### config.mk
export PLATFORM = sky130hd
export DESIGN_NAME = apb_cmd_master_flat
export DESIGN_NICKNAME = d
export VERILOG_FILES = /design/src/rtl/apb_cmd_master_pkg.sv /design/src/rtl/apb_cmd_master_if.sv /design/src/rtl/apb_cmd_master_wdog_cnt.sv /design/src/rtl/apb_cmd_master.sv /design/src/flat_wrapper.sv
export SDC_FILE = /design/constraint.sdc
export NUM_CORES = 1
export LEC_CHECK = 0
export ABC_AREA = 1
export CORE_ASPECT_RATIO = 1.2
export CORE_MARGIN = 10
export CORE_UTILIZATION = 35
export CTS_CLUSTER_SIZE = 10
export DETAILED_ROUTE_END_ITERATION = 16
export PLACE_DENSITY = 0.73
export SLEW_MARGIN = 10
export SYNTH_ARGS = -nofsm -noshare
export SYNTH_HDL_FRONTEND = slang
export SYNTH_HIERARCHICAL = 1
export SYNTH_SLANG_ARGS = --single-unit
export TNS_END_PERCENT = 100
### constraint.sdc
create_clock -name pclk_i -period 2.03 [get_ports pclk_i]
set_clock_uncertainty 0.15 [all_clocks]
set_input_delay 0.406 -clock pclk_i [delete_from_list [all_inputs] [get_ports pclk_i]]
set_output_delay 0.406 -clock pclk_i [all_outputs]
set_load 0.02 [all_outputs]
### src/rtl/apb_cmd_master_pkg.sv
// Shared types for the APB command master: FSM states, response record, constants.
package apb_pkg;

  typedef enum logic [1:0] {IDLE, SETUP, ACCESS, RESP} apb_mst_state_t;

  typedef struct packed {
    logic [31:0] rdata;
    logic        err;
    logic        timeout;
  } apb_rsp_t;

  localparam logic [3:0] APB_STRB_NONE = 4'b0;

  function automatic logic is_misaligned(input logic [1:0] addr_lsb);
    return addr_lsb != 2'b00;
  endfunction

endpackage

### src/rtl/apb_cmd_master_if.sv
// Command/response stream plus APB4 bus signals seen by the command master.
interface apb_cmd_master_if;
  logic        cmd_valid_i;
  logic        cmd_ready_o;
  logic        cmd_write_i;
  logic [31:0] cmd_addr_i;
  logic [31:0] cmd_wdata_i;
  logic [3:0]  cmd_strb_i;
  logic        rsp_valid_o;
  logic        rsp_ready_i;
  logic [31:0] rsp_rdata_o;
  logic        rsp_err_o;
  logic        rsp_timeout_o;
  logic [31:0] paddr_o;
  logic        psel_o;
  logic        penable_o;
  logic        pwrite_o;
  logic [31:0] pwdata_o;
  logic [3:0]  pstrb_o;
  logic        pready_i;
  logic [31:0] prdata_i;
  logic        pslverr_i;

  modport master (
    input  cmd_valid_i, cmd_write_i, cmd_addr_i, cmd_wdata_i, cmd_strb_i,
    output cmd_ready_o,
    output rsp_valid_o, rsp_rdata_o, rsp_err_o, rsp_timeout_o,
    input  rsp_ready_i,
    output paddr_o, psel_o, penable_o, pwrite_o, pwdata_o, pstrb_o,
    input  pready_i, prdata_i, pslverr_i
  );

  modport slave (
    output cmd_valid_i, cmd_write_i, cmd_addr_i, cmd_wdata_i, cmd_strb_i,
    input  cmd_ready_o,
    input  rsp_valid_o, rsp_rdata_o, rsp_err_o, rsp_timeout_o,
    output rsp_ready_i,
    input  paddr_o, psel_o, penable_o, pwrite_o, pwdata_o, pstrb_o,
    output pready_i, prdata_i, pslverr_i
  );
endinterface

### src/rtl/apb_cmd_master_wdog_cnt.sv
// ACCESS wait-cycle counter; expired_o flags the last allowed wait cycle.
module apb_wdog_cnt #(
  parameter int TIMEOUT_CYC = 16
) (
  input  logic clk_i,
  input  logic rst_i,
  input  logic clr_i,
  input  logic inc_i,
  output logic expired_o
);
  localparam int CW = (TIMEOUT_CYC > 0) ? $clog2(TIMEOUT_CYC + 1) : 1;

  logic [CW-1:0] cnt_q, cnt_d;

  always_comb begin
    cnt_d = cnt_q;
    if (clr_i)      cnt_d = '0;
    else if (inc_i) cnt_d = cnt_q + CW'(1);
  end

  always_ff @(posedge clk_i) begin
    if (rst_i) cnt_q <= '0;
    else       cnt_q <= cnt_d;
  end

  // With TIMEOUT_CYC == 0 the counter may wrap freely; it is never consulted.
  if (TIMEOUT_CYC > 0) begin : g_to
    assign expired_o = inc_i && (cnt_q == CW'(TIMEOUT_CYC - 1));
  end else begin : g_no_to
    assign expired_o = 1'b0;
  end
endmodule

### src/rtl/apb_cmd_master.sv
// APB4 requester: one command in flight, SETUP/ACCESS sequencing, misalign and timeout errors.
module apb_cmd_master
  import apb_pkg::*;
#(
  parameter int TIMEOUT_CYC = 16
) (
  input  logic              pclk_i,
  input  logic              preset_i,
  apb_cmd_master_if.master  bus
);

  apb_mst_state_t state_q, state_d;
  logic [31:0]    paddr_q, paddr_d;
  logic [31:0]    pwdata_q, pwdata_d;
  logic [3:0]     pstrb_q, pstrb_d;
  logic           pwrite_q, pwrite_d;
  apb_rsp_t       rsp_q, rsp_d;
  logic           wd_exp;

  apb_wdog_cnt #(.TIMEOUT_CYC(TIMEOUT_CYC)) u_wdog (
    .clk_i     (pclk_i),
    .rst_i     (preset_i),
    .clr_i     (state_q != ACCESS),
    .inc_i     ((state_q == ACCESS) && !bus.pready_i),
    .expired_o (wd_exp)
  );

  always_comb begin
    state_d  = state_q;
    paddr_d  = paddr_q;
    pwdata_d = pwdata_q;
    pstrb_d  = pstrb_q;
    pwrite_d = pwrite_q;
    rsp_d    = rsp_q;
    case (state_q)
      IDLE: if (bus.cmd_valid_i) begin
        // Misaligned commands never touch the bus, so bus registers keep their old values.
        if (is_misaligned(bus.cmd_addr_i[1:0])) begin
          rsp_d   = '{rdata: '0, err: 1'b1, timeout: 1'b0};
          state_d = RESP;
        end else begin
          paddr_d  = bus.cmd_addr_i;
          pwdata_d = bus.cmd_wdata_i;
          pstrb_d  = bus.cmd_write_i ? bus.cmd_strb_i : APB_STRB_NONE;
          pwrite_d = bus.cmd_write_i;
          state_d  = SETUP;
        end
      end
      SETUP: state_d = ACCESS;
      ACCESS: begin
        if (bus.pready_i) begin
          rsp_d.rdata   = (pwrite_q || bus.pslverr_i) ? '0 : bus.prdata_i;
          rsp_d.err     = bus.pslverr_i;
          rsp_d.timeout = 1'b0;
          state_d       = RESP;
        end else if (wd_exp) begin
          rsp_d   = '{rdata: '0, err: 1'b1, timeout: 1'b1};
          state_d = RESP;
        end
      end
      RESP: if (bus.rsp_ready_i) state_d = IDLE;
      default: state_d = IDLE;
    endcase
  end

  always_ff @(posedge pclk_i) begin
    if (preset_i) begin
      state_q  <= IDLE;
      paddr_q  <= '0;
      pwdata_q <= '0;
      pstrb_q  <= APB_STRB_NONE;
      pwrite_q <= 1'b0;
      rsp_q    <= '0;
    end else begin
      state_q  <= state_d;
      paddr_q  <= paddr_d;
      pwdata_q <= pwdata_d;
      pstrb_q  <= pstrb_d;
      pwrite_q <= pwrite_d;
      rsp_q    <= rsp_d;
    end
  end

  assign bus.cmd_ready_o   = (state_q == IDLE);
  assign bus.rsp_valid_o   = (state_q == RESP);
  assign bus.rsp_rdata_o   = rsp_q.rdata;
  assign bus.rsp_err_o     = rsp_q.err;
  assign bus.rsp_timeout_o = rsp_q.timeout;
  assign bus.psel_o        = (state_q == SETUP) || (state_q == ACCESS);
  assign bus.penable_o     = (state_q == ACCESS);
  assign bus.paddr_o       = paddr_q;
  assign bus.pwrite_o      = pwrite_q;
  assign bus.pwdata_o      = pwdata_q;
  assign bus.pstrb_o       = pstrb_q;

endmodule

### src/flat_wrapper.sv
// flat-port wrapper written by rule: the top's interface ports become plain ports
module apb_cmd_master_flat import apb_pkg::*;
#(
  parameter int TIMEOUT_CYC = 16
)
  (pclk_i, preset_i, bus_cmd_valid_i, bus_cmd_write_i, bus_cmd_addr_i, bus_cmd_wdata_i, bus_cmd_strb_i, bus_cmd_ready_o, bus_rsp_valid_o, bus_rsp_rdata_o, bus_rsp_err_o, bus_rsp_timeout_o, bus_rsp_ready_i, bus_paddr_o, bus_psel_o, bus_penable_o, bus_pwrite_o, bus_pwdata_o, bus_pstrb_o, bus_pready_i, bus_prdata_i, bus_pslverr_i);
  apb_cmd_master_if bus_i ();
  input  logic pclk_i;
  input  logic preset_i;
  input wire logic [$bits(bus_i.cmd_valid_i)-1:0] bus_cmd_valid_i;
  input wire logic [$bits(bus_i.cmd_write_i)-1:0] bus_cmd_write_i;
  input wire logic [$bits(bus_i.cmd_addr_i)-1:0] bus_cmd_addr_i;
  input wire logic [$bits(bus_i.cmd_wdata_i)-1:0] bus_cmd_wdata_i;
  input wire logic [$bits(bus_i.cmd_strb_i)-1:0] bus_cmd_strb_i;
  output wire logic [$bits(bus_i.cmd_ready_o)-1:0] bus_cmd_ready_o;
  output wire logic [$bits(bus_i.rsp_valid_o)-1:0] bus_rsp_valid_o;
  output wire logic [$bits(bus_i.rsp_rdata_o)-1:0] bus_rsp_rdata_o;
  output wire logic [$bits(bus_i.rsp_err_o)-1:0] bus_rsp_err_o;
  output wire logic [$bits(bus_i.rsp_timeout_o)-1:0] bus_rsp_timeout_o;
  input wire logic [$bits(bus_i.rsp_ready_i)-1:0] bus_rsp_ready_i;
  output wire logic [$bits(bus_i.paddr_o)-1:0] bus_paddr_o;
  output wire logic [$bits(bus_i.psel_o)-1:0] bus_psel_o;
  output wire logic [$bits(bus_i.penable_o)-1:0] bus_penable_o;
  output wire logic [$bits(bus_i.pwrite_o)-1:0] bus_pwrite_o;
  output wire logic [$bits(bus_i.pwdata_o)-1:0] bus_pwdata_o;
  output wire logic [$bits(bus_i.pstrb_o)-1:0] bus_pstrb_o;
  input wire logic [$bits(bus_i.pready_i)-1:0] bus_pready_i;
  input wire logic [$bits(bus_i.prdata_i)-1:0] bus_prdata_i;
  input wire logic [$bits(bus_i.pslverr_i)-1:0] bus_pslverr_i;
  assign bus_i.cmd_valid_i = bus_cmd_valid_i;
  assign bus_i.cmd_write_i = bus_cmd_write_i;
  assign bus_i.cmd_addr_i = bus_cmd_addr_i;
  assign bus_i.cmd_wdata_i = bus_cmd_wdata_i;
  assign bus_i.cmd_strb_i = bus_cmd_strb_i;
  assign bus_cmd_ready_o = bus_i.cmd_ready_o;
  assign bus_rsp_valid_o = bus_i.rsp_valid_o;
  assign bus_rsp_rdata_o = bus_i.rsp_rdata_o;
  assign bus_rsp_err_o = bus_i.rsp_err_o;
  assign bus_rsp_timeout_o = bus_i.rsp_timeout_o;
  assign bus_i.rsp_ready_i = bus_rsp_ready_i;
  assign bus_paddr_o = bus_i.paddr_o;
  assign bus_psel_o = bus_i.psel_o;
  assign bus_penable_o = bus_i.penable_o;
  assign bus_pwrite_o = bus_i.pwrite_o;
  assign bus_pwdata_o = bus_i.pwdata_o;
  assign bus_pstrb_o = bus_i.pstrb_o;
  assign bus_i.pready_i = bus_pready_i;
  assign bus_i.prdata_i = bus_prdata_i;
  assign bus_i.pslverr_i = bus_pslverr_i;
  apb_cmd_master #(.TIMEOUT_CYC(TIMEOUT_CYC)) u_core (.pclk_i(pclk_i), .preset_i(preset_i), .bus(bus_i));
endmodule
==> impl_metrics.xml <==
<?xml version="1.0" encoding="UTF-8"?>
<metrics>
  <group name="status">
    <metric name="run_status" unit="">completed</metric>
  </group>
  <group name="final_layout">
    <metric name="final_design_instance_area_without_fill" unit="um2">7060</metric>
    <metric name="final_net_count" unit="">931</metric>
    <metric name="area.sequential" unit="um2">2200</metric>
    <metric name="nFillCells" unit="">1171</metric>
    <metric name="drive_above_1_share" unit="">0.0705</metric>
    <metric name="areaGrowthSynthToFinish" unit="%">58.7</metric>
    <metric name="diodes_inserted" unit="">0</metric>
    <metric name="multi_input_comb_area" unit="um2">1850</metric>
    <metric name="finish.utilization" unit="">0.562</metric>
  </group>
  <group name="routing">
    <metric name="drtIter0Drc" unit="">230</metric>
    <metric name="drc_viols" unit="">0</metric>
    <metric name="vias" unit="">4262</metric>
    <metric name="drt-pass1-iter-count" unit="">4</metric>
    <metric name="antenna_left" unit="">0</metric>
    <metric name="routed_via_density" unit="">4.32</metric>
    <metric name="drt-wirelength-per-cell" unit="um">13.2</metric>
    <metric name="routed_wirelength" unit="um">13100</metric>
  </group>
  <group name="worst_setup_path">
    <metric name="worstSetupStartpointType" unit="">flip-flop</metric>
    <metric name="path_delay_family" unit="">buffers and inverters</metric>
    <metric name="timing.critical_path.slowest_cell_delay" unit="ns">0.37</metric>
    <metric name="worst_ep_required_time" unit="ns">1.47</metric>
    <metric name="critPathKind" unit="">flip-flop to primary output</metric>
    <metric name="crit_buf_inv" unit="">2</metric>
    <metric name="critPathMaxFanout" unit="">3</metric>
    <metric name="crit_path_cell_trace" unit="">inv_1 &gt; ha_1 &gt; dlygate4sd2_1</metric>
    <metric name="critical_path.slowest_cell" unit="">dfxtp_1</metric>
    <metric name="endpoint_class_of_the_critical_path" unit="">primary output</metric>
    <metric name="cp_data_arrival_time" unit="ns">1.34</metric>
  </group>
  <group name="grt">
    <metric name="grt_remaining_overflow" unit="">0</metric>
    <metric name="grt_max_degree" unit="">68</metric>
    <metric name="groute.usage.overall" unit="">0.145</metric>
    <metric name="grt_first_pass_wirelength" unit="um">20700</metric>
    <metric name="number_of_antenna_violations_at_the_first_check_in_global_routing" unit="">0</metric>
    <metric name="via_count_of_the_first_global_routing_pass" unit="">4145</metric>
  </group>
  <group name="clock_tree">
    <metric name="cts-buffers-inserted" unit="">9</metric>
    <metric name="cts_sinks" unit="">110</metric>
    <metric name="clk_pin_slew" unit="ns">0.07</metric>
    <metric name="clk_latency" unit="ns">0.33</metric>
    <metric name="ctsLongestPathBuffers" unit="">2</metric>
    <metric name="cts_tree" unit="">done</metric>
    <metric name="depth_of_the_cts_h_tree" unit="">3</metric>
    <metric name="cts_repair_resize_count" unit="">5</metric>
    <metric name="cts_hold_repair.buffers" unit="">0</metric>
    <metric name="root_buffer" unit="">clkbuf_16</metric>
    <metric name="post_cts_setup_driven_buffer_insertion_count" unit="">0</metric>
  </group>
  <group name="place">
    <metric name="routability_driven_placement_congestion_ratio" unit="">0.719</metric>
    <metric name="placement.setup.worst_slack" unit="ns">-0.0560</metric>
    <metric name="io_buffer_count" unit="">213</metric>
    <metric name="place_area" unit="um2">6770</metric>
    <metric name="detailedPlacementHpwl" unit="um">9810</metric>
  </group>
  <group name="synth">
    <metric name="synthesized_netlist_net_count" unit="">723</metric>
    <metric name="syn-instance-count" unit="">611</metric>
    <metric name="synth_top_cells_by_area" unit="">dfxtp_1 50%, nand2_1 19%, a21oi_1 8.2%</metric>
    <metric name="synth.yosys.warnings" unit="">6</metric>
    <metric name="postSynthRegisterBits" unit="">110</metric>
    <metric name="synthesis.area_per_instance" unit="um2">7.28</metric>
    <metric name="async_flop_share" unit="">0</metric>
    <metric name="yosys.area.top_type" unit="">dfxtp_1</metric>
    <metric name="synth_largest_type_area_fraction" unit="">0.495</metric>
    <metric name="post_synth_num_cell_types" unit="">23</metric>
    <metric name="synth.cell_area" unit="um2">4450</metric>
    <metric name="synth_flop_cell" unit="">dfxtp_1</metric>
    <metric name="synth-edff-count" unit="">0</metric>
    <metric name="yosysMostFrequentCell" unit="">nand2_1</metric>
    <metric name="ys_seq_area_frac" unit="">0.495</metric>
    <metric name="ys_top_cells_by_count" unit="">230 x nand2_1, 110 x dfxtp_1, 88 x nor2_1</metric>
  </group>
  <group name="hold_path">
    <metric name="min_path_type" unit="">input pin to flip-flop</metric>
  </group>
  <group name="timing">
    <metric name="slew-limit-headroom" unit="">0.759</metric>
    <metric name="final_critical_path_share_of_the_clock_period" unit="">0.936</metric>
    <metric name="setup_viol" unit="">0</metric>
    <metric name="grt_setup_unrepaired" unit="">false</metric>
    <metric name="post-route-worst-setup-slack" unit="ns">0.129</metric>
    <metric name="max_freq" unit="MHz">526</metric>
    <metric name="maxSlewViolCount" unit="">0</metric>
    <metric name="timing.final.hold_violations" unit="">0</metric>
    <metric name="period_minus_slack" unit="ns">1.90</metric>
    <metric name="timing_worst_slew_pin_value" unit="ns">0.362</metric>
    <metric name="timing.hold.ws" unit="ns">0.198</metric>
  </group>
  <group name="power">
    <metric name="ir_drop" unit="mV">0.644</metric>
    <metric name="p_leak" unit="nW">2.82</metric>
    <metric name="post-layout-total-power" unit="mW">7.05</metric>
    <metric name="power_density" unit="nW/um2">999</metric>
  </group>
  <group name="die">
    <metric name="placementRows" unit="">45</metric>
    <metric name="coreArea" unit="um2">12600</metric>
    <metric name="io_pins" unit="">214</metric>
    <metric name="floorplan.die.height" unit="um">143</metric>
    <metric name="die_area" unit="um2">17600</metric>
    <metric name="initial_util" unit="">0.354</metric>
    <metric name="die_x" unit="um">123</metric>
  </group>
  <group name="flow_run">
    <metric name="cap_violations" unit="">0</metric>
  </group>
</metrics>
[registers in the layout, summed over array words and instances (netlist names)]
signal	flops
u_core/bus.rsp_rdata_o	32
u_core/bus.rsp_timeout_o	1
u_core/bus.rsp_err_o	1
u_core/u_wdog/cnt_q	5
u_core/state_q	2
u_core/bus.pwdata_o	32
u_core/bus.pwrite_o	1
u_core/bus.paddr_o	32
u_core/bus.pstrb_o	4
[worst reg2reg max path, stage by stage (launching register included)]
cell and delay, ns:
dfxtp_1 0.31, ha_1 0.22, and3_1 0.19, ha_1 0.17, nand2_1 0.06, inv_1 0.03, inv_1 0.04, nand3_1 0.10
nand2_2 0.12, inv_2 0.08, nand2_8 0.14, nand2_1 0.08, nand2_1 0.06, nor2_1 0.04
[report_power, final]
group          internal, mW  switching (mW)  total (mW)
Sequential             2.45           0.139        2.59
Combinational          1.25            1.54        2.79
Clock                 0.874           0.798        1.67
Total                  4.57            2.48        7.05
[routing by layer]
metal / track usage / part of all wire / vias to the layer above
met5: 0 / 0 / -
met3: 0.0887 / 0.14 / 10
met1: 0.160 / 0.40 / 1829
met4: 0.0373 / 0.011 / 0
li1: - / - / 2274
met2: 0.228 / 0.45 / 149
[area by class of cell]
type / count / share of cell area
clock buffer: 10 / 0.0339
clock inverter: 5 / 0.00603
inverter: 44 / 0.0234
multi-input combinational: 422 / 0.263
sequential: 110 / 0.312
tap: 164 / 0.0291
timing repair buffer: 232 / 0.333
[placed cells by master (no fill, tap or decap)]
cell type        synthesis  routed
clkinv_4                 0       2
nand2_4                  3       2
clkinvlp_4               0       1
o21ai_1                  3       3
a21oi_2                  1       1
inv_1                   38      38
nand2_2                  3       3
nand2_8                  0       1
nor2_2                   2       3
nor2_4                   4       4
inv_2                    5       5
nor2_1                  88      87
clkbuf_16                0       9
clkbuf_2                 0       1
dlygate4sd2_1            0       3
ha_1                     5       4
nand3_1                  7       7
dfxtp_1                110     110
nor3_4                   1       1
clkdlybuf4s50_1          0     207
buf_12                   0       7
buf_4                    5      12
nand3_4                  1       1
clkinv_1                 1       1
nand2_1                230     230
inv_6                    0       2
and3_1                   1       1
dlymetal6s2s_1           0       1
ha_4                     0       1
a21oi_1                 73      73
clkbuf_8                 0       1
buf_2                    2       1
[logic make-up (layout without fill, tap and decap cells)]
family / count (synthesis) / after routing / share of synthesized area
AOI/OAI and AO/OA: 77 / 77 / 0.0875
buffers and inverters: 79 / 291 / 0.0934
and+or+nand+nor: 340 / 340 / 0.310
adders and majority gates: 5 / 5 / 0.0141
DFF: 110 / 110 / 0.495
[stage by stage]
stage / instances / TNS [ns]
6_report: 987 / 0
5_1_grt: 987 / 0
4_1_cts: 987 / 0
3_5_place_dp: 972 / -0.987
3_3_place_gp: 972 / 0
2_1_floorplan: 611 / 0
[worst paths after layout]
| check | start | cells after the start | end | slack (ns) |
|---|---|---|---|---|
| setup / recovery | u_core/state_q[0] | 3 | bus_cmd_ready_o | 0.13 |
| setup reg to reg | u_core/u_wdog/cnt_q[0] | 13 | u_core/bus.rsp_rdata_o[17] | 0.15 |
| hold reg to reg | u_core/bus.pstrb_o[2] | 2 | u_core/bus.pstrb_o[2] | 0.31 |
| hold / removal | preset_i | 2 | u_core/state_q[0] | 0.20 |
Power figures use the tool's default switching activity.
